## config.mk

```make
export PLATFORM = sky130hd
export DESIGN_NAME = uart_tx_streamer
export DESIGN_NICKNAME = d
export VERILOG_FILES = /design/src/rtl/uart_tx_streamer.sv
export SDC_FILE = /design/constraint.sdc
export NUM_CORES = 1
export LEC_CHECK = 0
export CAP_MARGIN = 20
export CORE_MARGIN = 3
export CORE_UTILIZATION = 40
export DETAILED_ROUTE_END_ITERATION = 6
export GPL_ROUTABILITY_DRIVEN = 0
export GPL_TIMING_DRIVEN = 0
export PLACE_DENSITY = 0.74
export SYNTH_ARGS = -nofsm -noshare
export SYNTH_HDL_FRONTEND = slang
export SYNTH_SLANG_ARGS = --single-unit
```

## constraint.sdc

```tcl
create_clock -name i_Clk -period 3.2 [get_ports i_Clk]
set_clock_uncertainty 0.1 [all_clocks]
set_input_delay 0.64 -clock i_Clk [delete_from_list [all_inputs] [get_ports i_Clk]]
set_output_delay 0.64 -clock i_Clk [all_outputs]
set_load 0.005 [all_outputs]
```

## src/rtl/uart_tx_streamer.sv

```systemverilog
// uart_tx_streamer
//   Byte FIFO in front of a memory-mapped UART. After reset the baud divisor
//   is written once; each queued byte is then sent as: write TXDATA, write
//   CTRL with the start word, wait two cycles, poll STATUS until not busy.
//
// Ports
//   i_Clk, i_Rst        clock (rising edge), asynchronous active-low reset
//   i_Valid, i_Data     push strobe and byte; accepted when o_Ready is high
//   o_Ready, o_Level    FIFO not full, FIFO occupancy (0..DEPTH)
//   o_Idle              FIFO empty and sequencer idle
//   o_WEnable/WAddr/WData   registered UART write strobe, address, data
//   o_REnable/RAddr         registered UART read strobe, address
//   i_RData             UART read data, valid the cycle after o_REnable
//   i_Err, o_Err        UART bus error in, sticky error flag out
//
// Build option
//   UART_STREAM_ERR_STOP_EN: any bus error outside INIT parks the sequencer
//   in HALT (no strobes, no pops) until reset.
module uart_tx_streamer #(
    parameter int unsigned DEPTH       = 16,
    parameter logic [31:0] BAUD_DIV    = 32'd13021,
    parameter logic [31:0] CTRL_ADDR   = 32'd0,
    parameter logic [31:0] BAUD_ADDR   = 32'd1,
    parameter logic [31:0] TXDATA_ADDR = 32'd2,
    parameter logic [31:0] STAT_ADDR   = 32'd3,
    parameter logic [31:0] CTRL_START  = 32'h5,
    parameter int unsigned BUSY_BIT    = 0
) (
    input  logic                   i_Clk,
    input  logic                   i_Rst,
    input  logic                   i_Valid,
    input  logic [7:0]             i_Data,
    output logic                   o_Ready,
    output logic [$clog2(DEPTH):0] o_Level,
    output logic                   o_Idle,
    output logic                   o_WEnable,
    output logic [31:0]            o_WAddr,
    output logic [31:0]            o_WData,
    output logic                   o_REnable,
    output logic [31:0]            o_RAddr,
    input  logic [31:0]            i_RData,
    input  logic                   i_Err,
    output logic                   o_Err
);

    localparam int unsigned AW = $clog2(DEPTH);
    localparam logic [AW:0] FULL_LEVEL = (AW + 1)'(DEPTH);

`ifdef UART_STREAM_ERR_STOP_EN
    typedef enum logic [2:0] {
        S_INIT, S_IDLE, S_WDATA, S_WCTRL, S_SETTLE, S_POLL, S_PWAIT, S_HALT
    } state_t;
`else
    typedef enum logic [2:0] {
        S_INIT, S_IDLE, S_WDATA, S_WCTRL, S_SETTLE, S_POLL, S_PWAIT
    } state_t;
`endif

    state_t        r_State;
    state_t        w_Next;
    logic          r_Settle;

    logic [7:0]    r_Mem [DEPTH];
    logic [AW-1:0] r_WPtr;
    logic [AW-1:0] r_RPtr;
    logic [AW:0]   r_Level;

    logic          r_WEn;
    logic [31:0]   r_WAddr;
    logic [31:0]   r_WData;
    logic          r_REn;
    logic [31:0]   r_RAddr;
    logic          r_Err;

    logic          w_Full;
    logic          w_Empty;
    logic          w_Push;
    logic          w_Pop;
    logic          w_Busy;
    logic          w_WEn;
    logic [31:0]   w_WAddr;
    logic [31:0]   w_WData;
    logic          w_REn;
    logic [31:0]   w_RAddr;
    logic          w_unused_rdata;

    assign w_Full         = (r_Level == FULL_LEVEL);
    assign w_Empty        = (r_Level == '0);
    assign w_Push         = i_Valid && !w_Full;
    assign w_Pop          = (r_State == S_WDATA);
    assign w_Busy         = i_RData[BUSY_BIT];
    assign w_unused_rdata = ^i_RData;

    // ---------------- FIFO ----------------
    always_ff @(posedge i_Clk) begin
        if (w_Push) begin
            r_Mem[r_WPtr] <= i_Data;
        end
    end

    always_ff @(posedge i_Clk or negedge i_Rst) begin
        if (!i_Rst) begin
            r_WPtr  <= '0;
            r_RPtr  <= '0;
            r_Level <= '0;
        end else begin
            if (w_Push) begin
                r_WPtr <= r_WPtr + 1'b1;
            end
            if (w_Pop) begin
                r_RPtr <= r_RPtr + 1'b1;
            end
            case ({w_Push, w_Pop})
                2'b10:   r_Level <= r_Level + 1'b1;
                2'b01:   r_Level <= r_Level - 1'b1;
                default: ;
            endcase
        end
    end

    // ---------------- sequencer ----------------
    always_ff @(posedge i_Clk or negedge i_Rst) begin
        if (!i_Rst) begin
            r_State  <= S_INIT;
            r_Settle <= 1'b0;
        end else begin
            r_State  <= w_Next;
            // Second SETTLE cycle is marked by r_Settle; it returns to 0 on exit.
            r_Settle <= (r_State == S_SETTLE) && !r_Settle;
        end
    end

    always_comb begin
        w_Next = r_State;
        case (r_State)
            S_INIT:   w_Next = S_IDLE;
            S_IDLE:   if (!w_Empty) w_Next = S_WDATA;
            S_WDATA:  w_Next = S_WCTRL;
            S_WCTRL:  w_Next = S_SETTLE;
            S_SETTLE: if (r_Settle) w_Next = S_POLL;
            S_POLL:   w_Next = S_PWAIT;
            S_PWAIT:  w_Next = w_Busy ? S_POLL : S_IDLE;
`ifdef UART_STREAM_ERR_STOP_EN
            S_HALT:   w_Next = S_HALT;
`endif
            default:  w_Next = S_INIT;
        endcase
`ifdef UART_STREAM_ERR_STOP_EN
        if (i_Err && (r_State != S_INIT)) begin
            w_Next = S_HALT;
        end
`endif
    end

    // Bus registers load the action of the state being entered, so each
    // strobe is visible during its own state. INIT's baud write is the
    // exception: it is loaded on leaving INIT and shows in the first IDLE cycle.
    always_comb begin
        w_WEn   = 1'b0;
        w_WAddr = '0;
        w_WData = '0;
        w_REn   = 1'b0;
        w_RAddr = '0;
        if (r_State == S_INIT) begin
            w_WEn   = 1'b1;
            w_WAddr = BAUD_ADDR;
            w_WData = BAUD_DIV;
        end else begin
            case (w_Next)
                S_WDATA: begin
                    w_WEn   = 1'b1;
                    w_WAddr = TXDATA_ADDR;
                    w_WData = {24'b0, r_Mem[r_RPtr]};
                end
                S_WCTRL: begin
                    w_WEn   = 1'b1;
                    w_WAddr = CTRL_ADDR;
                    w_WData = CTRL_START;
                end
                S_POLL: begin
                    w_REn   = 1'b1;
                    w_RAddr = STAT_ADDR;
                end
                default: ;
            endcase
        end
    end

    always_ff @(posedge i_Clk or negedge i_Rst) begin
        if (!i_Rst) begin
            r_WEn   <= 1'b0;
            r_WAddr <= '0;
            r_WData <= '0;
            r_REn   <= 1'b0;
            r_RAddr <= '0;
            r_Err   <= 1'b0;
        end else begin
            r_WEn   <= w_WEn;
            r_WAddr <= w_WAddr;
            r_WData <= w_WData;
            r_REn   <= w_REn;
            r_RAddr <= w_RAddr;
            r_Err   <= r_Err | i_Err;
        end
    end

    assign o_Ready   = !w_Full;
    assign o_Level   = r_Level;
    assign o_Idle    = w_Empty && (r_State == S_IDLE);
    assign o_WEnable = r_WEn;
    assign o_WAddr   = r_WAddr;
    assign o_WData   = r_WData;
    assign o_REnable = r_REn;
    assign o_RAddr   = r_RAddr;
    assign o_Err     = r_Err;

endmodule
```

After elaboration in Yosys (flattened, before gate mapping) --
Memories as Yosys holds them, arrays and structs flattened. Cells that the tools add are included.
Word-level totals: register bits 116, bits in writable memories 128, input port bits 44, output and inout bits 106, logic and storage cells 55, memories 1
Memories:
- r_Mem | words 16, width 8, rd ports 1, clocked after memory_dff 0, wr ports 1, RTL line 63 | logic [7:0] r_Mem [DEPTH];
Cells by class: $add $sub $neg 4, equal/unequal tests 12, multiplexer cells 17, bitwise logic cells 1, reductions and logical operators 9
Operators with widths (count):
- 3-bit case mux with 7 select lines | 1
- 8-bit case mux with 2 select lines | 1
- 14-bit 2-to-1 mux | 1
- 3-bit by 2-bit == test with 1-bit output, second input constant | 4
- 3-bit == test, second input constant | 4
- 5-bit case mux with 2 select lines | 1
- 3-bit 2-to-1 mux | 3
- 4-bit by 1-bit adder with 4-bit output, second input constant | 2
- 2-bit 2-to-1 mux | 4
- 1-bit 2-to-1 mux | 6
- 5-bit by 1-bit adder with 5-bit output, second input constant | 1
- 5-bit == test, second input constant | 1
- 5-bit logical NOT | 1
- 5-bit by 1-bit subtractor with 5-bit output, second input constant | 1
- 3-bit by 1-bit == test with 1-bit output, second input constant | 1
- 1-bit logical AND | 3
- 3-bit logical NOT | 1
- 2-bit by 1-bit == test with 1-bit output, second input constant | 1
- 2-bit == test, second input constant | 1
- 1-bit logical NOT | 2
- 2-bit nonzero test | 1
- 2-bit OR reduction | 1
- 1-bit bitwise OR | 1

Depth between registers and ports, before layout --
Gate-level depths: netlist (run 1).
depth in word-level cells 7, mapped depth 13, depth with buffers taken out 12

Worst setup path after synthesis (run 1) --
No wires, ideal clock.
path type reg2reg, start register r_Level[1], in the netlist o_Level[1], end register r_Level[4], in the netlist o_Level[4], data arrival time 2.567 ns, required time 2.975 ns, slack 0.407 ns, stages on the path, launching flop included 14, buffers on the path 1, cells stage by stage dfrtp_1 nor4_2 nand2_1 and2_1 buf_2 inv_1 ha_1 inv_1 fa_1 nor2b_1 o21ai_1 nand3_1 or3b_1 xnor2_1
On the way: cells in the longest elaborated chain, start to end 5, elaborated cells on any way between the ends 9
RTL lines:
- start: declaration | RTL line 66 | logic [AW:0] r_Level;
- start signal: assignment | RTL line 114 | 2'b10: r_Level <= r_Level + 1'b1;
- start signal: assignment | RTL line 115 | 2'b01: r_Level <= r_Level - 1'b1;
- 5-bit == test * | RTL line 87 | assign w_Full = (r_Level == FULL_LEVEL);
- 1-bit logical NOT *
- net o_Ready | RTL line 33 | output logic o_Ready,
- 1-bit logical AND * | RTL line 89 | assign w_Push = i_Valid && !w_Full;
- 2-bit by 1-bit == test with 1-bit output / 2-bit == test (equally long branches) | RTL line 113 | case ({w_Push, w_Pop})
- 5-bit case mux with 2 select lines / 2-bit nonzero test (equally long branches)
Mark *: on every way through the listed nets, which the timed path passes. The rest lies on a longest branch. A chain may end at the register's enable or synchronous reset.

Final worst setup path (run 1) --
start register r_Level[2], in the netlist o_Level[2], end register r_Level[4], in the netlist o_Level[4]
On the way: cells in the longest elaborated chain, start to end 5, elaborated cells on any way between the ends 9
RTL lines (RTL line):
- 5-bit == test | 87
- 1-bit logical NOT | 89
- 1-bit logical AND | 89
- 2-bit by 1-bit == test with 1-bit output / 2-bit == test (equally long branches) | 113
- 5-bit case mux with 2 select lines / 2-bit nonzero test (equally long branches)
Several ways; a longest one is shown, not always the timed one.

==> metrics.csv, run 1 <==
stage,metric,value,unit
run_status,status,completed,
setup_path,cpPeakStageDelay,0.44,ns
global_route,grt_pass1_vias,4025,
routing,drt-total-wl,14.5,mm
global_route,grt_max_degree,31,
synth,synth-xor-area-share,1.25,%
setup_path,cp.buffers_inverters,3,
power_and_ir_drop,peakVddDrop,487,µV
routing,drt_iter0_drc,327,
layout,nNetsFinal,668,
power_and_ir_drop,power_switching_share,33.0,%
timing,fin_ws,0.238,ns
power_and_ir_drop,power_frac_seq,39.2,%
timing,slew_viol_final,0,
timing,tightestPinTransition,1.08,ns
layout,diodes,0,
synth,synth_seq_cells,158,
synth,muxShareOfSynthArea,10.1,%
routing,vias,4022,
clock_tree,numCtsBuffers,17,
setup_path,worstPathCellList,"nor4_4, nand2_1, and2_1, buf_2, inv_1, ha_2, inv_1, fa_1, nor2b_1, o21ai_1, nand3_1, or3b_1, xnor2_1",
timing,final-hold-violation-count,0,
synth,netlist_area,0.00703,mm²
synth,synth_edf_count,128,
place,place_ws,0.0116,ns
routing,first_pass_iters,5,
clock_tree,cts_sinks,158,
setup_path,reg2reg_depth,13,
synth,synth_compound_area_share,3.76,%
place,hpwl,9.88,mm
layout,area_delta_synth_final,21.7,%
setup_path,path_delay_family,simple AND/OR/NAND/NOR gates,
layout,most-common-layout-cells,"edfxtp_1 (128), buf_4 (93), conb_1 (81), mux2i_1 (43), clkdlybuf4s50_1 (36)",
synth,syn-instance-count,475,
clock_tree,post-cts-setup-buffers,0,
timing,fin_crit_sh,92.6,%
layout,final_layout_size_suffix_gt1_share,24.9,%
clock_tree,clk_pin_slew,0.07,ns
timing,slew_headroom,27.6,%
global_route,grt_usage,15.4,%
power_and_ir_drop,combinationalPowerShare,34.6,%
clock_tree,cts_tree,built,
routing,wl_per_cell,17.1,µm
synth,ys_seq_area_share,65.4,%
floorplan,row_count,47,
global_route,grt_pass1_wl,22.5,mm
routing,ant_nets,0,
routing,viasPerCell,4.75,
setup_path,path_class,reg -> reg,
flow_run,cap_violations,0,
setup_path,path_max_fanout,9,
power_and_ir_drop,p_total,7.02,mW
routing,drc,0,
timing,setup_violations,0,
synth,synth_top_area_share,54.7,%
setup_path,arrival,3.16,ns
setup_path,cpMaxStageDelayCell,dfrtp_2,
setup_path,required,3.40,ns
global_route,grt_overflow,0,
timing,min_period,2.96,ns
power_and_ir_drop,cellLeakagePower,3.47,nW
floorplan,die_area,0.0192,mm²
synth,synthAdderAreaFrac,1.89,%
power_and_ir_drop,power_density,820,mW/mm²
synth,async_flop_share,19.0,%
synth,synthTopCellsByArea,"edfxtp_1 (55%), dfrtp_1 (11%), buf_4 (9.6%), mux2i_1 (6.1%), mux4_1 (1.9%)",
hold_path,hold_path_class,in -> async,
synth,synth_cell_types,47,
floorplan,pin_count,150,
floorplan,dieHeight,139,µm
synth,synth_top_family_by_area,buffers and inverters,
layout,fin_util,50.7,%
setup_path,end_kind,flop,
clock_tree,cts_buffer_depth,2,
clock_tree,root_buffer,clkbuf_16,
synth,synth-simple-area-share,5.72,%
synth,ys_warn_count,0,
power_and_ir_drop,p_int,4.70,mW
synth,avgSynthCellArea,14.8,µm²
clock_tree,htreeDepth,4,
floorplan,initial_utilization,41.6,%
setup_path,path_common_cell,inv_1,
synth,yosysTopAreaCell,edfxtp_1,
setup_path,cp.depth,13,
clock_tree,clkLatencyLatePin,0.42,ns
floorplan,coreArea,0.0169,mm²
layout,final_common_cell,edfxtp_1,
floorplan,fp.dieW,139,µm
global_route,antenna_found_initial,0,
power_and_ir_drop,power.share.clock,26.2,%
power_and_ir_drop,power.switching,2.31,mW
timing,max_freq,338,MHz
setup_path,startpoint_type,flop,
synth,synth_ff_type,edfxtp_1,
place,port_buffers,37,
## state kept, by name, indices dropped and copies added (netlist names), 2 cells and up
name     cells
r_Mem      128
r_State      3
o_WAddr      2
r_RPtr       4
o_Level      5
r_WPtr       4
o_WData      8
## cell families (layout without fill, tap and decap cells)
| group | Yosys count | in the layout |
|---|---|---|
| mux | 56 | 56 |
| buf+inv | 117 | 189 |
| flops | 158 | 158 |
| simple gates | 80 | 80 |
| fa+ha+maj | 10 | 10 |
| other cells | 1 | 81 |
| xor+xnor | 10 | 10 |
| compound gates | 43 | 43 |
## stage by stage
step	instance area, µm²	instances	TNS (ns)	hold slack, ns
after global routing	8550	847	-0.00516	0.232
final	8550	847	0	0.179
after global placement	7970	812	-1.16	0.306
after detailed placement	7990	814	0	0.337
after floorplan	7330	555	0	0.244
after CTS	8530	846	0	0.206
## cells in the mapped netlist, types with 6 or more instances
cell and instances:
buf_4 90, dfrtp_1 30, nand2_1 16, ha_1 9, nor2_1 26, o21ai_1 6, edfxtp_1 128, nor4_1 6
buf_2 7, xnor2_1 7, a21oi_1 6, inv_1 10, mux2i_1 43, o22ai_1 16, nor3_1 9
## power groups by stage
| stage | logic [mW] | registers [mW] | clock network [mW] |
|---|---|---|---|
| after floorplan | 1.63 | 2.75 | 0 |
| after global placement | 2.31 | 2.77 | 0 |
| after detailed placement | 2.41 | 2.79 | 0 |
| after CTS | 2.42 | 2.75 | 1.86 |
| after global routing | 2.64 | 2.79 | 1.97 |
| final | 2.43 | 2.75 | 1.84 |
## layer usage
metal	GRT usage (%)	routed length (µm)
met1	19.7	6000
met2	24.9	6860
met3	5.03	1390
met4	5.30	216
met5	0	0
## path summary, 6_finish.rpt
kind | start | end | slack, ns
setup / recovery | o_Level[2] | o_Level[4] | 0.24
hold / removal | i_Rst | o_WData[5] | 0.18
setup reg to reg | o_Level[2] | o_Level[4] | 0.24
hold reg to reg | r_Settle | r_Settle | 0.35
max in group asynchronous | i_Rst | o_Level[1] | 2.30
min in group i_Clk | r_Settle | r_Settle | 0.35
## layout make-up
class                      instances  area [µm²]
timing repair buffer              40         388
fill                            1378        8320
sequential                       158        4600
inverter                          12        45.0
clock buffer                      17         425
clock inverter                    15         114
buffer                           105         790
tap                              220         275
multi-input combinational        280        1920
## timing repair
item,in CTS,in global routing
resized for setup,0,5
setup endpoints to repair,0,1
hold buffers,0,0
(Power assumes the default switching activity.)
==> run 2: changes to the inputs <==
--- a/config.mk
+++ b/config.mk
@@ -8,10 +8,12 @@
 export CAP_MARGIN = 20
 export CORE_MARGIN = 3
 export CORE_UTILIZATION = 40
+export CTS_CLUSTER_SIZE = 14
 export DETAILED_ROUTE_END_ITERATION = 6
 export GPL_ROUTABILITY_DRIVEN = 0
 export GPL_TIMING_DRIVEN = 0
 export PLACE_DENSITY = 0.74
+export SLEW_MARGIN = 20
 export SYNTH_ARGS = -nofsm -noshare
 export SYNTH_HDL_FRONTEND = slang
 export SYNTH_SLANG_ARGS = --single-unit
==> run 2 against run 1 <==
Effect of this change:
- clock power up 12%
- first-iteration DRC count rose by 26%
- hold slack improved by 0.16 ns
- critical endpoint unchanged
==> metrics.csv, run 2 (synthesis gave the netlist of run 1 again) <==
stage,metric,value,unit,change
timing,slew_headroom,29.0,%,was 27.6%
place,hpwl,9.90,mm,was 9.88 mm
layout,area_delta_synth_final,23.3,%,was 21.7%
timing,fin_hold_ws,0.341,ns,was 0.179 ns
routing,drc,0,,unchanged
layout,final_common_cell,edfxtp_1,,unchanged
layout,seq_area,0.00460,mm²,about the same
place,place_ws,0.0179,ns,was 0.0116 ns
global_route,antenna_found_initial,0,,unchanged
timing,fin_ws,0.247,ns,was 0.238 ns
routing,vias,4013,,"was 4,022"
layout,most-common-layout-cells,"edfxtp_1 (128), buf_4 (93), conb_1 (81), mux2i_1 (43), clkdlybuf4s50_1 (36)",,unchanged
routing,drt_iter0_drc,413,,was 327
global_route,grt_usage,15.5,%,was 15.4%
timing,slew_viol_final,0,,unchanged
global_route,grt_overflow,0,,unchanged
layout,fill_cells,1385,,"was 1,378"
global_route,grt_max_degree,30,,was 31
power_and_ir_drop,peakVddDrop,494,µV,was 487 µV
power_and_ir_drop,power_density,838,mW/mm²,was 820 mW/mm²
setup_path,startpoint_type,flop,,unchanged
routing,drt-total-wl,14.4,mm,was 14.5 mm
layout,diodes,0,,unchanged
floorplan,row_count,47,,unchanged
layout,instances_no_fill,849,,was 847
routing,viasPerCell,4.73,,was 4.75
timing,fin_crit_sh,92.3,%,was 92.6%
flow_run,cap_violations,0,,unchanged
routing,wl_per_cell,17.0,µm,was 17.1 µm
timing,tightestPinTransition,1.06,ns,was 1.08 ns
clock_tree,clkLatencyLatePin,0.42,ns,about the same
clock_tree,root_buffer,clkbuf_16,,unchanged
clock_tree,cts_buffer_depth,2,,unchanged
setup_path,cpMaxStageDelayCell,dfrtp_2,,unchanged
routing,ant_nets,0,,unchanged
run_status,status,completed,,unchanged
timing,setup_violations,0,,unchanged
timing,final-hold-violation-count,0,,unchanged
setup_path,end_kind,flop,,unchanged
setup_path,worstPathCellList,"nor4_4, nand2_1, and2_1, buf_2, inv_1, ha_2, inv_1, fa_2, nor2b_1, o21ai_1, nand3_1, or3b_1, xnor2_1",,"was nor4_4, nand2_1, and2_1, buf_2, inv_1, ha_2, inv_1, fa_1, nor2b_1, o21ai_1, nand3_1, or3b_1, xnor2_1"
clock_tree,numCtsBuffers,17,,unchanged
power_and_ir_drop,cellLeakagePower,3.51,nW,was 3.47 nW
place,port_buffers,37,,unchanged
floorplan,dieHeight,139,µm,unchanged
clock_tree,cts_tree,built,,unchanged
layout,fin_util,51.3,%,was 50.7%
setup_path,arrival,3.15,ns,was 3.16 ns
global_route,grt_pass1_wl,22.8,mm,was 22.5 mm
setup_path,path_class,reg -> reg,,unchanged
layout,final_layout_size_suffix_gt1_share,24.5,%,was 24.9%
routing,first_pass_iters,5,,unchanged
setup_path,cpPeakStageDelay,0.45,ns,was 0.44 ns
layout,multi_input_area,0.00193,mm²,was 0.00192 mm²
timing,min_period,2.95,ns,was 2.96 ns
floorplan,die_area,0.0192,mm²,unchanged
global_route,grt_pass1_vias,4058,,"was 4,025"
clock_tree,clk_pin_slew,0.06,ns,was 0.07 ns
hold_path,hold_path_class,reg -> reg,,was in -> async
layout,largest_reg_flops,128,,unchanged
layout,largest-register,r_Mem,,unchanged
setup_path,path_common_cell,inv_1,,unchanged
place,place_inst,815,,was 814
layout,nNetsFinal,670,,was 668
floorplan,fp.dieW,139,µm,unchanged
floorplan,coreArea,0.0169,mm²,unchanged
setup_path,required,3.40,ns,about the same
clock_tree,cts_sinks,158,,unchanged
floorplan,pin_count,150,,unchanged
setup_path,path_max_fanout,9,,unchanged
clock_tree,htreeDepth,4,,unchanged
floorplan,initial_utilization,41.6,%,unchanged
timing,max_freq,339,MHz,was 338 MHz
run 2: changes by cell type in the layout (fill, tap and decap cells not counted), moves of 2 or more:
cell,delta
clkinv_2,-3
nor3_2,+2
inv_6,-3
bufinv_16,+4
clkbuf_1,+5
nor3_1,-2
run 2: power by group:
group	internal [mW]	switching, mW
Clock	1.31	0.761
Sequential	2.58	0.179
Combinational	1.13	1.31
Total	5.02	2.25
run 2: worst paths after layout:
| kind | depth (start not counted) | slack, ns | from | end |
|---|---|---|---|---|
| worst max register to register | 13 | 0.25 | o_Level[1] | o_Level[4] |
| max in group asynchronous | 3 | 2.18 | i_Rst | o_Level[1] |
| worst max-delay path | 13 | 0.25 | o_Level[1] | o_Level[4] |
| min in group asynchronous | 2 | 0.46 | i_Rst | o_WData[1] |
| worst min register to register | 1 | 0.34 | r_Settle | r_Settle |
| worst min-delay path | 1 | 0.34 | r_Settle | r_Settle |
run 2: stage by stage:
stage	cell area, µm²	setup TNS [ns]	total power [mW]
floorplan	7330	0	4.38
global placement	7970	-1.16	5.08
detailed placement	8020	0	5.21
CTS	8640	0	7.29
global route	8670	-0.00594	7.65
finish	8670	0	7.27
run 2: critical path: cells and delay by family (launching register included):
kind	cells	cell delay [ns]
buf+inv	3	0.35
simple gates	6	1.14
xor+xnor	1	0.13
compound gates	1	0.09
fa+ha+maj	2	0.58
flops	1	0.45
run 2: final cells by class:
type	count	share of cell area, %
plain buffers	105	9.11
clock buffers	22	5.13
clock inverters	10	1.91
inverters	12	0.520
multi-input cells	280	22.3
flip-flops and latches	158	53.0
well taps	220	3.18
repair buffers	42	4.82
run 2: repair_timing:
item	CTS	global route
setup endpoints to repair	0	1
gates resized for setup	0	5
setup buffers	0	0
hold buffers	1	0
endpoints found under the hold margin	1	0
run 2: routing by layer:
layer | vias to the layer above | global-route usage, % | share of wire (%)
met4 | 0 | 5.10 | 1.2
met1 | 1931 | 19.9 | 41
met5 | - | 0 | 0
li1 | 1857 | - | -
met3 | 13 | 4.76 | 9.2
met2 | 212 | 25.3 | 48
==> RTL change 1 (flow settings as in run 2) <==
Take the reset off `r_WAddr` and load it in a clocked block of its own.
--- a/src/rtl/uart_tx_streamer.sv
+++ b/src/rtl/uart_tx_streamer.sv
@@ -189,19 +189,21 @@
     always_ff @(posedge i_Clk or negedge i_Rst) begin
         if (!i_Rst) begin
             r_WEn   <= 1'b0;
-            r_WAddr <= '0;
             r_WData <= '0;
             r_REn   <= 1'b0;
             r_RAddr <= '0;
             r_Err   <= 1'b0;
         end else begin
             r_WEn   <= w_WEn;
-            r_WAddr <= w_WAddr;
             r_WData <= w_WData;
             r_REn   <= w_REn;
             r_RAddr <= w_RAddr;
             r_Err   <= r_Err | i_Err;
         end
+    end
+
+    always_ff @(posedge i_Clk) begin
+        r_WAddr <= w_WAddr;
     end
 
     assign o_Ready   = !w_Full;
Function: changed (Yosys sat finds a counterexample within 4 cycles, from zero or initial values and one cycle with i_Rst low).
==> RTL change 1 against run 2 <==
  * Total power rose by 0.25%
  * Synthesized area rose by 0.11%
  * Via count rose by 0.47%
  * Maximum frequency fell by 1.6%
  * Cell area rose by 0.20%
  * Sequential share of layout area rose by 0.066 points
  * Core utilization rose by 0.10 points
  * Setup slack got worse by 0.048 ns
  * Wire length fell by 0.94%
  * Die area rose by 0.10%
  * Sequential cell count rose by 1
  * Synthesized cell count did not move
  * Critical path type unchanged
==> RTL change 1: results (changes against run 2) <==
INFO  metric grt_start_max_net_pins = 28 (-6.7%)
INFO  metric dpl_cell_area = 8040 sq um (+0.19%)
INFO  metric netlist_top_cells_area = sky130_fd_sc_hd__edfxtp_1, sky130_fd_sc_hd__dfrtp_1, sky130_fd_sc_hd__buf_4, sky130_fd_sc_hd__mux2i_1, sky130_fd_sc_hd__mux4_1
INFO  metric number_of_global_route_vias_before_repair = 3959 (-2.4%)
INFO  metric synth_common_cells = sky130_fd_sc_hd__edfxtp_1, sky130_fd_sc_hd__buf_4, sky130_fd_sc_hd__mux2i_1
INFO  metric drt-total-wl = 14300 microns (-0.94%)
INFO  metric layout-drive-gt1-share = 25.0% (+0.48 points)
INFO  metric worst_setup_slack_before_clock_tree_synthesis = 0.0272 ns (+0.00933 ns)
INFO  metric placed_cells = 816 (+0.12%)
INFO  metric grt_pass1_wl = 22300 microns (-2.4%)
INFO  metric hold-worst-slack = 0.345 ns (+0.00385 ns)
INFO  metric netlist-cell-type-count = 48 (+2.1%)
INFO  metric p_leak = 3.52 nW (+0.39%)
INFO  metric place_hpwl = 9790 microns (-1.1%)
INFO  metric postSynth.asyncResetShare = 18.2% (-0.75 points)
INFO  metric min_delay_path_depth = 1 (unchanged)
INFO  metric met3_usage = 5.00% (+0.24 points)
INFO  metric detail_route.vias_per_cell = 4.75 (+0.47%)
INFO  metric ctsHtreeMaxLevel = 4 (unchanged)
INFO  metric synthMuxAreaShare = 10.1% (-0.011 points)
INFO  metric synth_fa_ha_area_share = 1.89% (-0.0020 points)
INFO  metric global_route_usage_over_all_layers = 15.2% (-0.30 points)
INFO  metric gr-usage-met1 = 19.5% (-0.37 points)
INFO  metric drt-pass1-iter-count = 5 (unchanged)
INFO  metric worstMarginPinSlew = 1.16 ns (+0.0977 ns)
INFO  metric synth-compound-area-share = 3.75% (-0.0040 points)
INFO  metric 1st_iter_drt_viols = 374 (-9.4%)
INFO  metric status = completed
INFO  metric seq_area_frac_synth = 65.5% (+0.14 points)
INFO  metric setup_slack = 0.199 ns (-0.0480 ns)
INFO  metric globalRouteMet2Util = 23.5% (-1.8 points)
INFO  metric ir_drop = 488 uV (-1.2%)
INFO  metric place.port_buffers = 37 (unchanged)
INFO  metric yosys.area_share.xor_xnor = 1.25% (-0.0013 points)
## RTL change 1: cell types whose count changed in the layout (fill, tap and decap cells not counted), sizes merged
| cell | before | now |
|---|---|---|
| buf | 109 | 107 |
| bufinv | 4 | 3 |
| clkbuf | 23 | 21 |
| clkinv | 3 | 4 |
| clkinvlp | 2 | 1 |
| dfrtp | 30 | 29 |
| dfxtp | 0 | 2 |
| inv | 13 | 17 |
## RTL change 1: report_power, final
part	switching, mW	internal [mW]	leakage, nW
logic	1.30	1.12	1.69
registers	0.175	2.59	1.53
clock network	0.831	1.27	0.301
## RTL change 1: final cells by class
type	count	area, sq um
multi-input cells	280	1930
clock inverters	13	179
repair buffers	42	418
flip-flops and latches	159	4610
fillers	1353	8190
clock buffers	19	443
plain buffers	104	782
inverters	12	45.0
well taps	220	275
## RTL change 1: metal layers
metal / wire [microns] / vias up
met2: 6520 / 226
met4: 457 / 0
li1: - / 1860
met5: 0 / -
met3: 1460 / 35
met1: 5850 / 1911
==> RTL change 2 (flow settings as in run 2) <==
Made on the original files. Build with the macro `UART_STREAM_ERR_STOP_EN` defined.
--- a/src/rtl/uart_tx_streamer.sv
+++ b/src/rtl/uart_tx_streamer.sv
@@ -16,6 +16,8 @@
 // Build option
 //   UART_STREAM_ERR_STOP_EN: any bus error outside INIT parks the sequencer
 //   in HALT (no strobes, no pops) until reset.
+`define UART_STREAM_ERR_STOP_EN
+
 module uart_tx_streamer #(
     parameter int unsigned DEPTH       = 16,
     parameter logic [31:0] BAUD_DIV    = 32'd13021,
Formal check against the unedited RTL: not equivalent (Yosys sat finds a counterexample within 4 cycles, from zero or initial values and one cycle with i_Rst low).
==> RTL change 2 against run 2 <==
  * Sequential share of layout area grew 0.66 points
  * Synthesized cell count is 12% lower
  * Cell area fell by 1.3%
  * Highest routed layer unchanged
  * Core utilization fell by 0.48 points
  * Global-route usage is 0.73 points lower
  * Setup slack got worse by 0.083 ns
  * Wire length fell by 7.2%
  * Hold slack worse by 0.17 ns
  * Synthesized area fell by 0.89%
  * Count of clock-buffer cells in the layout did not move
  * Critical path type is now flip-flop to output port
  * Via count decreased by 7.4%
  * Sequential cell count did not move
Power is not compared: it rests on default switching activity, and its combinational part moved more than twofold at a synthesized area within 25%.
==> RTL change 2: results (changes against run 2) <==
INFO  metric status = completed
INFO  metric netlist-cell-type-count = 45 (-4.3%)
INFO  metric detail_route.vias_per_cell = 4.71 (-0.31%)
INFO  metric postSynth.asyncResetShare = 19.0% (unchanged)
INFO  metric layout-drive-gt1-share = 29.9% (+5.4 points)
INFO  metric final_cell_count_no_fill = 789 (-7.1%)
INFO  metric cts_repair_resize_count = 0 (unchanged)
INFO  metric worst_setup_slack_before_clock_tree_synthesis = -0.119 ns (-0.137 ns)
INFO  metric gr-usage-met1 = 18.4% (-1.5 points)
INFO  metric ir_drop = 410 uV
INFO  metric cp_max_fo = 6 (-3)
INFO  metric cp_slowest_cell = sky130_fd_sc_hd__or4_4
INFO  metric n_antenna_cell = 0 (unchanged)
INFO  metric holdCritPathClass = primary input to async pin
INFO  metric grt_start_max_net_pins = 31 (+3.3%)
INFO  metric nNetsFinal = 610 (-9.0%)
INFO  metric grt_pass1_wl = 20400 microns (-11%)
INFO  metric synth_edf_count = 128 (unchanged)
INFO  metric wl_per_cell = 17.0 microns (-0.14%)
INFO  metric latest_clock_arrival_within_the_worst_skew_pair = 0.42 ns (about the same)
INFO  metric place.port_buffers = 37 (unchanged)
INFO  metric cp_top_family = simple AND/OR/NAND/NOR gates
INFO  metric synth_area_per_cell = 16.7 sq um (+13%)
INFO  metric p_leak = ~3.3 nW
INFO  metric synth_common_cells = sky130_fd_sc_hd__edfxtp_1, sky130_fd_sc_hd__buf_4, sky130_fd_sc_hd__mux4_2
INFO  metric globalRouteMet2Util = 25.0% (-0.33 points)
INFO  metric met3_usage = 3.99% (-0.77 points)
INFO  metric global_route_usage_over_all_layers = 14.8% (-0.73 points)
INFO  metric cts_buffer_depth = 2 (unchanged)
INFO  metric grt_antenna_before_repair = 0 (unchanged)
INFO  metric worstMarginPinSlew = 0.995 ns (-0.0662 ns)
INFO  metric ctsHtreeMaxLevel = 4 (unchanged)
INFO  metric number_of_global_route_vias_before_repair = 3579 (-12%)
INFO  metric max_stage_delay = 0.58 ns (+0.13 ns)
INFO  metric 1st_iter_drt_viols = 278 (-33%)
INFO  metric largest_register_ff_count = 128 (unchanged)
INFO  metric largest-register = r_Mem
INFO  metric placed_cells = 757 (-7.1%)
INFO  metric place_hpwl = 9540 microns (-3.7%)
INFO  metric cts_setup_buffers = 0 (unchanged)
INFO  metric seq_area_frac_synth = 66.0% (+0.59 points)
INFO  metric tritoncts.num_buffers = 17 (unchanged)
INFO  metric dpl_cell_area = 7940 sq um (-1.0%)
INFO  metric clk_pin_slew_worst_paths = 0.06 ns (about the same)
INFO  metric ys.warnings.count = 0 (unchanged)
INFO  metric cts_root_buf = sky130_fd_sc_hd__clkbuf_16
INFO  metric drt-pass1-iter-count = 4 (-1)
INFO  metric netlist_top_cells_area = sky130_fd_sc_hd__edfxtp_1, sky130_fd_sc_hd__dfrtp_1, sky130_fd_sc_hd__mux4_2, sky130_fd_sc_hd__buf_4, sky130_fd_sc_hd__mux2i_1
-- RTL change 2: cell count changes after synthesis, moves of 6 or more --
cell	change
sky130_fd_sc_hd__mux4_2	+27
sky130_fd_sc_hd__nor2_1	-10
sky130_fd_sc_hd__o22ai_1	-16
sky130_fd_sc_hd__o21ai_1	-6
sky130_fd_sc_hd__mux2i_1	-28
-- RTL change 2: report_power, final --
group	internal (mW)	switching, mW	leakage, nW
Sequential	2.45	0.0946	1.54
Clock	1.37	0.730	0.296
Combinational	0.306	0.397	1.46
-- RTL change 2: kinds of logic after synthesis --
logic type | share of synthesized area [%]
simple gates | 3.81
other cells | 0.0538
buf+inv | 11.0
compound gates | 3.04
fa+ha+maj | 2.05
flops | 66.0
mux | 12.8
xor+xnor | 1.26
-- RTL change 2: layer usage --
layer	vias up	wire length (microns)
met3	21	1290
met4	0	228
met1	1817	5390
met5	-	0
met2	198	6480
li1	1682	-
-- RTL change 2: path summary, 6_finish.rpt --
| kind | start | endpoint | slack, ns | cells after the start |
|---|---|---|---|---|
| min in group i_Clk | r_Settle$_DFF_PN0_ | r_Settle$_DFF_PN0_ | 0.32 | 1 |
| max in group asynchronous | i_Rst | o_WData[2]$_DFF_PN0_ | 2.36 | 1 |
| max | o_Level[1]$_DFFE_PN0P_ | o_Idle | 0.16 | 3 |
| min reg2reg | r_Settle$_DFF_PN0_ | r_Settle$_DFF_PN0_ | 0.32 | 1 |
| min | i_Rst | r_WPtr[1]$_DFFE_PN0P_ | 0.17 | 1 |
| max reg2reg | o_Level[0]$_DFFE_PN0P_ | o_Level[4]$_DFFE_PN0P_ | 0.37 | 9 |
-- RTL change 2: layout make-up --
| type | instances | area (sq um) |
|---|---|---|
| Buffer | 102 | 731 |
| Clock buffer | 22 | 444 |
| Sequential cell | 158 | 4590 |
| Timing Repair Buffer | 39 | 380 |
| Tap cell | 220 | 275 |
| Clock inverter | 10 | 170 |
| Multi-Input combinational cell | 229 | 1920 |
| Fill cell | 1376 | 8260 |
| Inverter | 9 | 35.0 |
